**config.mk**
```make
export PLATFORM = sky130hd
export DESIGN_NAME = brk_arb
export DESIGN_NICKNAME = d
export VERILOG_FILES = /design/src/rtl/brk_arb.sv
export SDC_FILE = /design/constraint.sdc
export NUM_CORES = 1
export LEC_CHECK = 0
export ABC_AREA = 1
export CORE_ASPECT_RATIO = 0.5
export CORE_MARGIN = 2
export CORE_UTILIZATION = 55
export DETAILED_ROUTE_END_ITERATION = 10
export DONT_BUFFER_PORTS = 1
export GPL_ROUTABILITY_DRIVEN = 0
export HOLD_SLACK_MARGIN = 0.1
export MAX_ROUTING_LAYER = met4
export PLACE_DENSITY = 0.68
export SYNTH_ARGS = -nofsm -noshare
export SYNTH_HDL_FRONTEND = slang
export SYNTH_SLANG_ARGS = --single-unit
```
**constraint.sdc**
```tcl
create_clock -name clk -period 3.2 [get_ports clk]
set_input_delay 0.64 -clock clk [delete_from_list [all_inputs] [get_ports clk]]
set_output_delay 0.64 -clock clk [all_outputs]
set_load 0.02 [all_outputs]
```
**src/rtl/brk_arb.sv**
```systemverilog
// Data-break arbiter/sequencer: steals memory cycles between CPU major states,
// grants break devices by fixed priority and runs read/write/incr/add cycles.
module brk_arb #(
    parameter int NREQ      = 4,
    parameter int MAX_BURST = 4
) (
    input  logic                 clk,
    input  logic                 reset,
    input  logic                 clear,
    input  logic                 cpu_yield,
    input  logic [NREQ-1:0]      brk_rq,
    input  logic [15*NREQ-1:0]   brk_addr,
    input  logic [12*NREQ-1:0]   brk_wdata,
    input  logic [2*NREQ-1:0]    brk_mode,
    input  logic [0:11]          mem_rdata,
    output logic                 cpu_hold,
    output logic [NREQ-1:0]      brk_gnt,
    output logic                 brk_ack,
    output logic [0:11]          brk_rdata,
    output logic                 brk_ovf,
    output logic [0:14]          mem_addr,
    output logic [0:11]          mem_wdata,
    output logic                 mem_we,
    output logic [2:0]           dbg_state_o
);

    localparam int BW = $clog2(MAX_BURST + 1);
    localparam logic [BW-1:0] LAST_BURST = BW'(MAX_BURST - 1);

    localparam logic [1:0] MODE_RD  = 2'b00;
    localparam logic [1:0] MODE_WR  = 2'b01;
    localparam logic [1:0] MODE_INC = 2'b10;

    typedef enum logic [2:0] {
        S_IDLE  = 3'd0,
        S_ADDR  = 3'd1,
        S_READ  = 3'd2,
        S_WRITE = 3'd3,
        S_DONE  = 3'd4
    } state_t;

    state_t          state_q;
    logic [BW-1:0]   burst_q;
    logic [0:14]     addr_q;
    logic [0:11]     wdata_q;
    logic [1:0]      mode_q;
    logic [NREQ-1:0] gnt_q;
    logic            hold_q;
    logic            ack_q;
    logic [0:11]     rdata_q;
    logic            ovf_q;
    logic [0:14]     maddr_q;
    logic [0:11]     mwdata_q;
    logic            we_q;

    logic [NREQ-1:0] req_m;
    logic            pick_any;
    logic [NREQ-1:0] pick_oh;
    logic [0:14]     pick_addr;
    logic [0:11]     pick_wdata;
    logic [1:0]      pick_mode;
    logic [0:12]     sum_d;

    // Served device is masked during DONE; gnt_q is zero in IDLE so no mask applies there.
    always_comb begin
        req_m      = brk_rq & ~gnt_q;
        pick_any   = 1'b0;
        pick_oh    = '0;
        pick_addr  = '0;
        pick_wdata = '0;
        pick_mode  = '0;
        for (int i = NREQ - 1; i >= 0; i--) begin
            if (req_m[i]) begin
                pick_any    = 1'b1;
                pick_oh     = '0;
                pick_oh[i]  = 1'b1;
                pick_addr   = brk_addr[15*i +: 15];
                pick_wdata  = brk_wdata[12*i +: 12];
                pick_mode   = brk_mode[2*i +: 2];
            end
        end
    end

    // Bit 0 of the 13-bit sum is the carry out of the 12-bit word.
    always_comb begin
        sum_d = {1'b0, mem_rdata} + ((mode_q == MODE_INC) ? 13'd1 : {1'b0, wdata_q});
    end

    always_ff @(posedge clk or posedge reset) begin
        if (reset) begin
            state_q  <= S_IDLE;
            burst_q  <= '0;
            addr_q   <= '0;
            wdata_q  <= '0;
            mode_q   <= '0;
            gnt_q    <= '0;
            hold_q   <= 1'b0;
            ack_q    <= 1'b0;
            rdata_q  <= '0;
            ovf_q    <= 1'b0;
            maddr_q  <= '0;
            mwdata_q <= '0;
            we_q     <= 1'b0;
        end else begin
            ack_q <= 1'b0;
            ovf_q <= 1'b0;
            we_q  <= 1'b0;
            case (state_q)
                S_IDLE: begin
                    if (cpu_yield && pick_any && !clear) begin
                        addr_q  <= pick_addr;
                        wdata_q <= pick_wdata;
                        mode_q  <= pick_mode;
                        gnt_q   <= pick_oh;
                        hold_q  <= 1'b1;
                        maddr_q <= pick_addr;
                        state_q <= S_ADDR;
                    end
                end
                S_ADDR: begin
                    if (mode_q == MODE_WR) begin
                        we_q     <= 1'b1;
                        mwdata_q <= wdata_q;
                        state_q  <= S_WRITE;
                    end else begin
                        state_q <= S_READ;
                    end
                end
                S_READ: begin
                    rdata_q <= mem_rdata;
                    if (mode_q == MODE_RD) begin
                        maddr_q <= '0;
                        ack_q   <= 1'b1;
                        state_q <= S_DONE;
                    end else begin
                        we_q     <= 1'b1;
                        mwdata_q <= sum_d[1:12];
                        ovf_q    <= sum_d[0];
                        state_q  <= S_WRITE;
                    end
                end
                S_WRITE: begin
                    maddr_q  <= '0;
                    mwdata_q <= '0;
                    ack_q    <= 1'b1;
                    state_q  <= S_DONE;
                end
                S_DONE: begin
                    // Burst continues only while under the limit; otherwise the CPU gets a cycle.
                    if (!clear && pick_any && (burst_q < LAST_BURST)) begin
                        burst_q <= burst_q + BW'(1);
                        addr_q  <= pick_addr;
                        wdata_q <= pick_wdata;
                        mode_q  <= pick_mode;
                        gnt_q   <= pick_oh;
                        maddr_q <= pick_addr;
                        state_q <= S_ADDR;
                    end else begin
                        hold_q  <= 1'b0;
                        burst_q <= '0;
                        gnt_q   <= '0;
                        state_q <= S_IDLE;
                    end
                end
                default: state_q <= S_IDLE;
            endcase
        end
    end

    assign cpu_hold    = hold_q;
    assign brk_gnt     = gnt_q;
    assign brk_ack     = ack_q;
    assign brk_rdata   = rdata_q;
    assign brk_ovf     = ovf_q;
    assign mem_addr    = maddr_q;
    assign mem_wdata   = mwdata_q;
    assign mem_we      = we_q;
    assign dbg_state_o = state_q;

endmodule
```
==> flow_summary.yaml <==
placement:
  dp_hpwl_um: 9070
  port_buffers: 0
  post-place-ws_ps: 938
  dpl.cell_count: 675
timing:
  finalHoldViolations: 0
  period_minus_slack_ps: 2200
  setup_slack_ps: 1000
  timing.final.crit_share_pct: 68.6
  rsz0062_at_grt: "false"
  tns_ps: 0
  worstMarginPinSlew_ps: 794
  fin_skew_ps: 5.76
  worst_slew_margin_rel_pct: 47.1
  slew_viol_final: 0
  setup_viol: 0
  max_freq_ghz: 0.455
pwr:
  p_sw_share_pct: 49.1
  seqPwrFrac_pct: 35.9
  power_uw: 5280
  comb_power_share_pct: 45.4
  powerDensity_nw_per_um2: 1150
  p_switching_uw: 2600
  power.share.clock_pct: 18.7
  intPower_uw: 2690
  ir_drop_mv: 0.403
  p_leak_uw: 0.00230
worst_setup_path:
  slowest_delay_ps: 500
  cp_data_arrival_time_ps: 2400
  cp-end-kind: "flip-flop"
  cp.required_ps: 3400
  path_common_cell: "nand2_2"
  path_cells: "inv_2 > nand2_2 > nand2_2 > o21ai_1 > nor2_2 > nand2_4 > nand2_2 > nand2_1 > o21ai_1"
  slowest_stage: "dfrtp_1"
  start_kind: "flip-flop"
  r2r_cells: 9
  crit_type: "reg -> reg"
  critPathMaxFanout: 31
clocking:
  clk_pin_slew_ps: 50
  cts.root.buffer_cell: "clkbuf_16"
  cts_tree: "yes"
  cts.sinks: 67
  cts_made_buffers: 9
  clockBufferDepth: 2
  cts_resized: 0
  post_cts_buffers: 0
  clock_insertion_delay_worst_skew_ps: 340
  cts-htree-levels: 3
  hold_buffers: 0
floorplanning:
  io_pins: 186
  start_util_pct: 57.4
  dieArea_um2: 8530
  design.core.area_um2: 7430
  die_h_um: 66.3
  rows: 22
  die_x_um: 129
logic_synthesis:
  synth-xor-area-share_pct: 0
  synthMuxAreaShare_pct: 0
  synthAdderAreaFrac_pct: 4.28
  syn_inst: 599
  synth_simple_gate_area_share_pct: 28.0
  synth-seq-cells: 67
  synth_top_family_by_area: "simple AND/OR/NAND/NOR gates"
  synth_cell_types: 35
  synth_nets: 749
  synth_edf_count: 0
  synth_top_area_cell: "dfrtp_1"
  ys_warn_count: 0
  synth_ff_type: "dfrtp_1"
  synth_area_um2: 4270
  seq_area_frac_synth_pct: 39.3
  async_reset_ff_share_pct: 100
  synth-compound-area-share_pct: 19.7
  syn_area_per_cell_um2: 7.13
  yosysTopAreaCellShare_pct: 39.3
  synthTopCellsByArea: "dfrtp_1, nand2_1, a21oi_1, inv_1, ha_1"
routing:
  drtPass1Iterations: 5
  drtAntennaViolNets: 0
  drc: 0
  viasPerCell: 5.83
  route.vias.total: 4027
  drt-total-wl_um: 11900
  drtIter0Drc: 343
  wl_per_cell_um: 17.3
global_routing:
  track_usage_pct: 29.7
  grt_max_degree: 32
  grt_pass1_wl_um: 18800
  grt_pass1_vias: 3709
  gr-total-overflow: 0
  antenna_found_initial: 0
cells_and_area:
  antennaDiodeCount: 0
  nets: 740
  final_cells: 691
  areaGrowthSynthToFinish_pct: 7.88
  ff_latch_area_um2: 1680
  nFillCells: 709
  final_common_cell: "nand2_1"
  final_layout_size_suffix_gt1_share_pct: 7.90
  multi_input_area_um2: 2220
  final_cell_mix: "nand2_1, a21oi_1, dfrtp_1"
flow_run:
  cap_violations: 0
run_status:
  status: "finished clean"
min_path:
  worstHoldPathType: "in -> async"
-- synthesized netlist by cell type, types with 3 or more instances --
cell      instances
dfrtp_1          67
buf_6             3
nor2_1           38
o221ai_1         15
ha_1             13
nand2_2           5
inv_1            52
or2_2             3
clkbuf_1         10
o22ai_1          15
nand4_1          18
nand2_1         187
o21ai_0           9
inv_2             5
a21oi_1          86
o21ai_1          17
nand3_1          21
buf_1             4
buf_2            11
-- worst paths after layout --
| path | startpoint | to | slack [ps] |
|---|---|---|---|
| max in group asynchronous | reset | mem_addr[8]$_DFFE_PP0P_ | 2200 |
| worst max register to register | brk_gnt[0]$_DFFE_PP0P_ | wdata_q[9]$_DFFE_PP0P_ | 1000 |
| worst min-delay path | reset | wdata_q[3]$_DFFE_PP0P_ | 280 |
| worst max-delay path | brk_gnt[0]$_DFFE_PP0P_ | wdata_q[9]$_DFFE_PP0P_ | 1000 |
| worst min register to register | burst_q[2]$_DFFE_PP0N_ | burst_q[2]$_DFFE_PP0N_ | 510 |
| min in group clk | mem_rdata[8] | brk_rdata[8]$_DFFE_PP0P_ | 410 |
-- per-stage QoR --
step	instance area [µm²]	utilization, %	hold slack, ps
6_report	4610	62.0	277
5_1_grt	4610	62.0	320
4_1_cts	4610	62.0	287
3_5_place_dp	4310	58.0	497
3_3_place_gp	4310	58.0	481
2_1_floorplan	4270	-	460
-- per-layer routing --
metal	GRT usage, %	wire length (µm)	up-vias
met3	8.17	951	16
met2	46.5	5370	172
met1	39.0	5480	1844
met4	6.93	138	0
li1	-	-	1995
met5	-	0	-
-- worst max-delay path, delay by kind of cell, from the launching register on --
kind | cells | cell delay (ps)
and+or+nand+nor | 6 | 1210
DFF | 1 | 500
AOI/OAI and AO/OA | 2 | 280
buffers and inverters | 1 | 70
-- power groups by stage --
stage | Sequential [µW] | Combinational (µW) | Clock (µW)
global route | 1940 | 2730 | 1050
finish | 1900 | 2400 | 990
global placement | 1910 | 2340 | 0
floorplan | 1810 | 1930 | 0
CTS | 1900 | 2380 | 1000
detailed placement | 1910 | 2370 | 0
-- sequential cells by signal (all words and copies together) (netlist names) --
register	count
brk_gnt	4
cpu_hold	1
wdata_q	12
burst_q	3
mem_addr	15
mode_q	2
mem_we	1
dbg_state_o	3
brk_rdata	12
brk_ovf	1
brk_ack	1
mem_wdata	12
-- logic make-up (layout without fill, tap and decap cells) --
logic type,after synthesis,after routing
AO/OA/AOI/OAI,149,149
adder cells (fa/ha/maj),14,14
buffers and inverters,88,84
flip-flops,67,67
AND/OR/NAND/NOR,281,281
-- final cells by class --
cell class / instances / area share [%]
clock buffer: 11 / 5.27
multi-input combinational: 444 / 48.2
inverter: 58 / 4.73
tap: 96 / 2.61
clock inverter: 5 / 1.14
timing repair buffer: 10 / 1.63
sequential: 67 / 36.4
No activity file was read; power rests on OpenSTA's default activity.
==> patch 1 (config.mk and constraints unchanged) <==
Put one more register stage on the output `brk_ovf`, with the module's reset. The value now appears one clock later. The other outputs are not delayed to match.
--- a/src/rtl/brk_arb.sv
+++ b/src/rtl/brk_arb.sv
@@ -173,3 +173,9 @@
     assign brk_rdata   = rdata_q;
-    assign brk_ovf     = ovf_q;
+    always_ff @(posedge clk or posedge reset) begin
+        if (reset) begin
+            brk_ovf <= '0;
+        end else begin
+            brk_ovf <= ovf_q;
+        end
+    end
     assign mem_addr    = maddr_q;
Check against the original RTL: not equivalent (Yosys sat finds a counterexample within 4 cycles, from zero or initial values and one cycle with reset high).
==> patch 1 against the original RTL <==
Synthesized area rose by 0.59%. Die area up 0.56%. Clock power decreased by 6.5%. Cell area up 0.60%. Wire length rose by 0.26%. Setup slack worse by 210 ps. Total power decreased by 0.82%. Maximum frequency down 8.9%. Sequential cell count up 1. Final cell count increased by 1.9%. Largest cell class unchanged. Largest power group unchanged.
==> patch 1: results (changes against the original RTL) <==
<table>
<tr><th>Metric</th><th>Value</th></tr>
<tr><th colspan="2">Placement</th></tr>
<tr><td>Dpl ws</td><td>722 ps (was 938 ps)</td></tr>
<tr><td>HPWL reported at the end of detailed placement</td><td>9.08 mm (was 9.07 mm)</td></tr>
<tr><td>Placed cell count</td><td>688 (was 675)</td></tr>
<tr><th colspan="2">GRT</th></tr>
<tr><td>Vias in the first global route</td><td>3930 (was 3709)</td></tr>
<tr><th colspan="2">Synthesis</th></tr>
<tr><td>Syn Nets</td><td>750 (was 749)</td></tr>
<tr><td>Most area-consuming cells after synthesis</td><td>sky130_fd_sc_hd__dfrtp_1 (40%), sky130_fd_sc_hd__nand2_1 (16%), sky130_fd_sc_hd__a21oi_1 (10%) (was sky130_fd_sc_hd__dfrtp_1 (39%), sky130_fd_sc_hd__nand2_1 (16%), sky130_fd_sc_hd__a21oi_1 (10%))</td></tr>
<tr><td>Sequential element share of the synthesized area</td><td>39.6% (was 39.3%)</td></tr>
<tr><td>Commonest cells post-synth</td><td>sky130_fd_sc_hd__nand2_1 (187), sky130_fd_sc_hd__a21oi_1 (86), sky130_fd_sc_hd__dfrtp_1 (68) (was sky130_fd_sc_hd__nand2_1 (187), sky130_fd_sc_hd__a21oi_1 (86), sky130_fd_sc_hd__dfrtp_1 (67))</td></tr>
<tr><th colspan="2">Routing</th></tr>
<tr><td>Avg WL per Cell</td><td>17.0 um (was 17.3 um)</td></tr>
<tr><td>Detail-routed via count per cell</td><td>5.72 (was 5.83)</td></tr>
<tr><th colspan="2">Power and ir drop</th></tr>
<tr><td>VDD IR-drop max</td><td>0.485 mV (was 0.403 mV)</td></tr>
<tr><td>Power density of the placed cells</td><td>1130 nW/um^2 (was 1150 nW/um^2)</td></tr>
<tr><td>Switching Fraction</td><td>48.9% (was 49.1%)</td></tr>
<tr><th colspan="2">Finish</th></tr>
<tr><td>Layout cells sized above 1</td><td>7.55% (was 7.90%)</td></tr>
<tr><td>Fin util</td><td>62.1% (was 62.0%)</td></tr>
<tr><td>Final-stage net count</td><td>741 (was 740)</td></tr>
<tr><td>Number of non-filler instances in the completed layout</td><td>704 (was 691)</td></tr>
<tr><th colspan="2">STA</th></tr>
<tr><td>Worst clock skew</td><td>3.99 ps (was 5.76 ps)</td></tr>
<tr><td>Transition time of the tightest slew-check pin</td><td>639 ps (was 794 ps)</td></tr>
<tr><th colspan="2">Status</th></tr>
<tr><td>Result of the run</td><td>complete, no violations (unchanged)</td></tr>
</table>
[patch 1: layout make-up]
cell class | count | area share (%)
flip-flops and latches | 68 | 36.7
inverters | 58 | 4.70
clock buffers | 15 | 6.00
repair buffers | 10 | 1.62
multi-input cells | 444 | 47.9
well taps | 108 | 2.92
clock inverters | 1 | 0.108
[patch 1: worst paths after layout]
kind                       startpoint  slack (ps)      endpoint
hold reg to reg                 ovf_q         350       brk_ovf
setup / recovery           brk_gnt[0]         790    wdata_q[8]
hold / removal                  reset         210  mem_wdata[0]
min in group clk                ovf_q         350       brk_ovf
max in group asynchronous       reset        2300    brk_gnt[2]
setup reg to reg           brk_gnt[0]         790    wdata_q[8]
[patch 1: metal layers]
layer / vias up / track usage (%) / routed length [um]
li1: 1993 / - / -
met1: 1841 / 39.5 / 5350
met2: 174 / 48.4 / 5480
met3: 20 / 7.79 / 938
met4: 0 / 10.2 / 204
met5: - / - / 0
[patch 1: cells by family (layout without fill, tap and decap cells)]
kind of cell / after synthesis / count (layout) / share of synthesized area (%)
flip-flops: 68 / 68 / 39.6
buffers and inverters: 88 / 84 / 8.71
adder cells (fa/ha/maj): 14 / 14 / 4.25
AND/OR/NAND/NOR: 281 / 281 / 27.8
AO/OA/AOI/OAI: 149 / 149 / 19.6
[patch 1: worst reg2reg max path: stages, from the launching register on]
cell	delay [ps]
sky130_fd_sc_hd__dfrtp_1	490
sky130_fd_sc_hd__inv_2	70
sky130_fd_sc_hd__nand2_2	450
sky130_fd_sc_hd__nand2_2	160
sky130_fd_sc_hd__o21ai_1	220
sky130_fd_sc_hd__nor2_2	70
sky130_fd_sc_hd__nand2_4	200
sky130_fd_sc_hd__nand2_2	370
sky130_fd_sc_hd__nand2_1	170
sky130_fd_sc_hd__o21ai_1	80
==> patch 2 (same flow settings) <==
Made on the original files. Change the parameter `NREQ` from 4 to 3.
--- a/src/rtl/brk_arb.sv
+++ b/src/rtl/brk_arb.sv
@@ -3,3 +3,3 @@
 module brk_arb #(
-    parameter int NREQ      = 4,
+    parameter int NREQ      = 3,
     parameter int MAX_BURST = 4
Interface: changed (5 resized); port bits go from 186 to 155. The function was not compared with the original's and may differ.
==> patch 2 against the original RTL <==
Cell area down 2.8%. Core utilization down 0.83 points. Via count down 6.5%. Setup slack worse by 200 ps. Total power down 8.6%. Sequential cell count down 1. Wire length down 13%. Maximum frequency down 8.2%. Synthesized area down 2.8%. Clock skew down 1.9 ps. First-iteration DRC count down 19%.
==> patch 2: results (changes against the original RTL) <==
<table>
<tr><th>Metric</th><th>Value</th></tr>
<tr><th colspan="2">GRT</th></tr>
<tr><td>Largest net degree at the start of global routing</td><td>39 (was 32)</td></tr>
<tr><td>Global routing usage summed across all routing layers</td><td>26.6% (was 29.7%)</td></tr>
<tr><td>Vias in the first global route</td><td>3476 (was 3709)</td></tr>
<tr><td>Wire length of the first global-routing pass</td><td>16.5 mm (was 18.8 mm)</td></tr>
<tr><th colspan="2">STA</th></tr>
<tr><td>Hold slack final</td><td>298 ps (was 277 ps)</td></tr>
<tr><th colspan="2">Setup path</th></tr>
<tr><td>Slowest cell delay on critical path</td><td>430 ps (was 500 ps)</td></tr>
<tr><td>Worst Path Max Fanout</td><td>11 (was 31)</td></tr>
<tr><td>Data arrival at the endpoint of the critical path</td><td>2670 ps (was 2400 ps)</td></tr>
<tr><td>Capture instance of the worst register-to-register path</td><td>brk_ovf (was wdata_q[9])</td></tr>
<tr><td>R2r startpoint</td><td>mode_q[0] (was brk_gnt[0])</td></tr>
<tr><td>Slack of the worst reg-to-reg path</td><td>810 ps (was 1000 ps)</td></tr>
<tr><th colspan="2">Power and ir drop</th></tr>
<tr><td>Total leakage power</td><td>2.31 nW (was 2.30 nW)</td></tr>
<tr><td>VDD IR-drop max</td><td>0.402 mV (was 0.403 mV)</td></tr>
<tr><th colspan="2">Synthesis</th></tr>
<tr><td>Xor and xnor fraction of the mapped netlist area</td><td>0.211% (was 0%)</td></tr>
<tr><td>Average cell area after synthesis</td><td>7.19 um^2 (was 7.13 um^2)</td></tr>
<tr><td>Fraction of the mapped netlist area in adder cells</td><td>4.40% (was 4.28%)</td></tr>
<tr><td>Syn Nets</td><td>697 (was 749)</td></tr>
<tr><td>Sequential element share of the synthesized area</td><td>39.8% (was 39.3%)</td></tr>
<tr><th colspan="2">Finish</th></tr>
<tr><td>Final design instance area without fill</td><td>4480 um^2 (was 4610 um^2)</td></tr>
<tr><td>Final-stage net count</td><td>688 (was 740)</td></tr>
<tr><td>Layout cells sized above 1</td><td>8.55% (was 7.90%)</td></tr>
<tr><th colspan="2">Status</th></tr>
<tr><td>Result of the run</td><td>complete, no violations (unchanged)</td></tr>
<tr><th colspan="2">Placement</th></tr>
<tr><td>HPWL reported at the end of detailed placement</td><td>7.67 mm (was 9.07 mm)</td></tr>
<tr><th colspan="2">Routing</th></tr>
<tr><td>Drt first-iter violations</td><td>279 (was 343)</td></tr>
<tr><td>Post-detailed-routing wire length</td><td>10.3 mm (was 11.9 mm)</td></tr>
</table>
[patch 2: cell count changes after synthesis, moves of 12 or more]
cell	unedited run	this run
sky130_fd_sc_hd__nand3_1	21	80
sky130_fd_sc_hd__a21oi_1	86	28
sky130_fd_sc_hd__o21ai_0	9	34
sky130_fd_sc_hd__o221ai_1	15	0
sky130_fd_sc_hd__o22ai_1	15	0
sky130_fd_sc_hd__nand4_1	18	4
sky130_fd_sc_hd__o21ai_1	17	5
[patch 2: worst max path at each step]
stage	start	end	slack, ps	depth (start not counted)
2_1_floorplan	reset	brk_ack	910	1
3_3_place_gp	mode_q[0]	brk_ovf	900	15
3_5_place_dp	mode_q[1]	brk_ovf	850	16
4_1_cts	mode_q[1]	brk_ovf	830	16
5_1_grt	mode_q[1]	brk_ovf	670	16
6_report	mode_q[0]	brk_ovf	810	15
[patch 2: routing by layer]
metal / up-vias / global-route usage, % / wire, um / share of wire (%)
li1: 1863 / - / - / -
met1: 1741 / 34.0 / 4650 / 45
met2: 149 / 42.0 / 4660 / 45
met3: 13 / 6.92 / 869 / 8.4
met4: 0 / 8.93 / 159 / 1.5
met5: - / - / 0 / 0
[patch 2: layout make-up]
type | instances | area [um^2] | area share (%)
inverter | 59 | 226 | 5.06
tap | 96 | 120 | 2.68
clock inverter | 1 | 30.0 | 0.671
multi-input combinational | 426 | 2120 | 47.3
timing repair buffer | 6 | 45.0 | 1.01
clock buffer | 15 | 288 | 6.43
sequential | 66 | 1650 | 36.9
[patch 2: power breakdown]
| part | internal, mW | switching (mW) |
|---|---|---|
| Combinational | 0.658 | 1.33 |
| Sequential | 1.20 | 0.603 |
| Clock | 0.688 | 0.348 |
| Total | 2.55 | 2.28 |
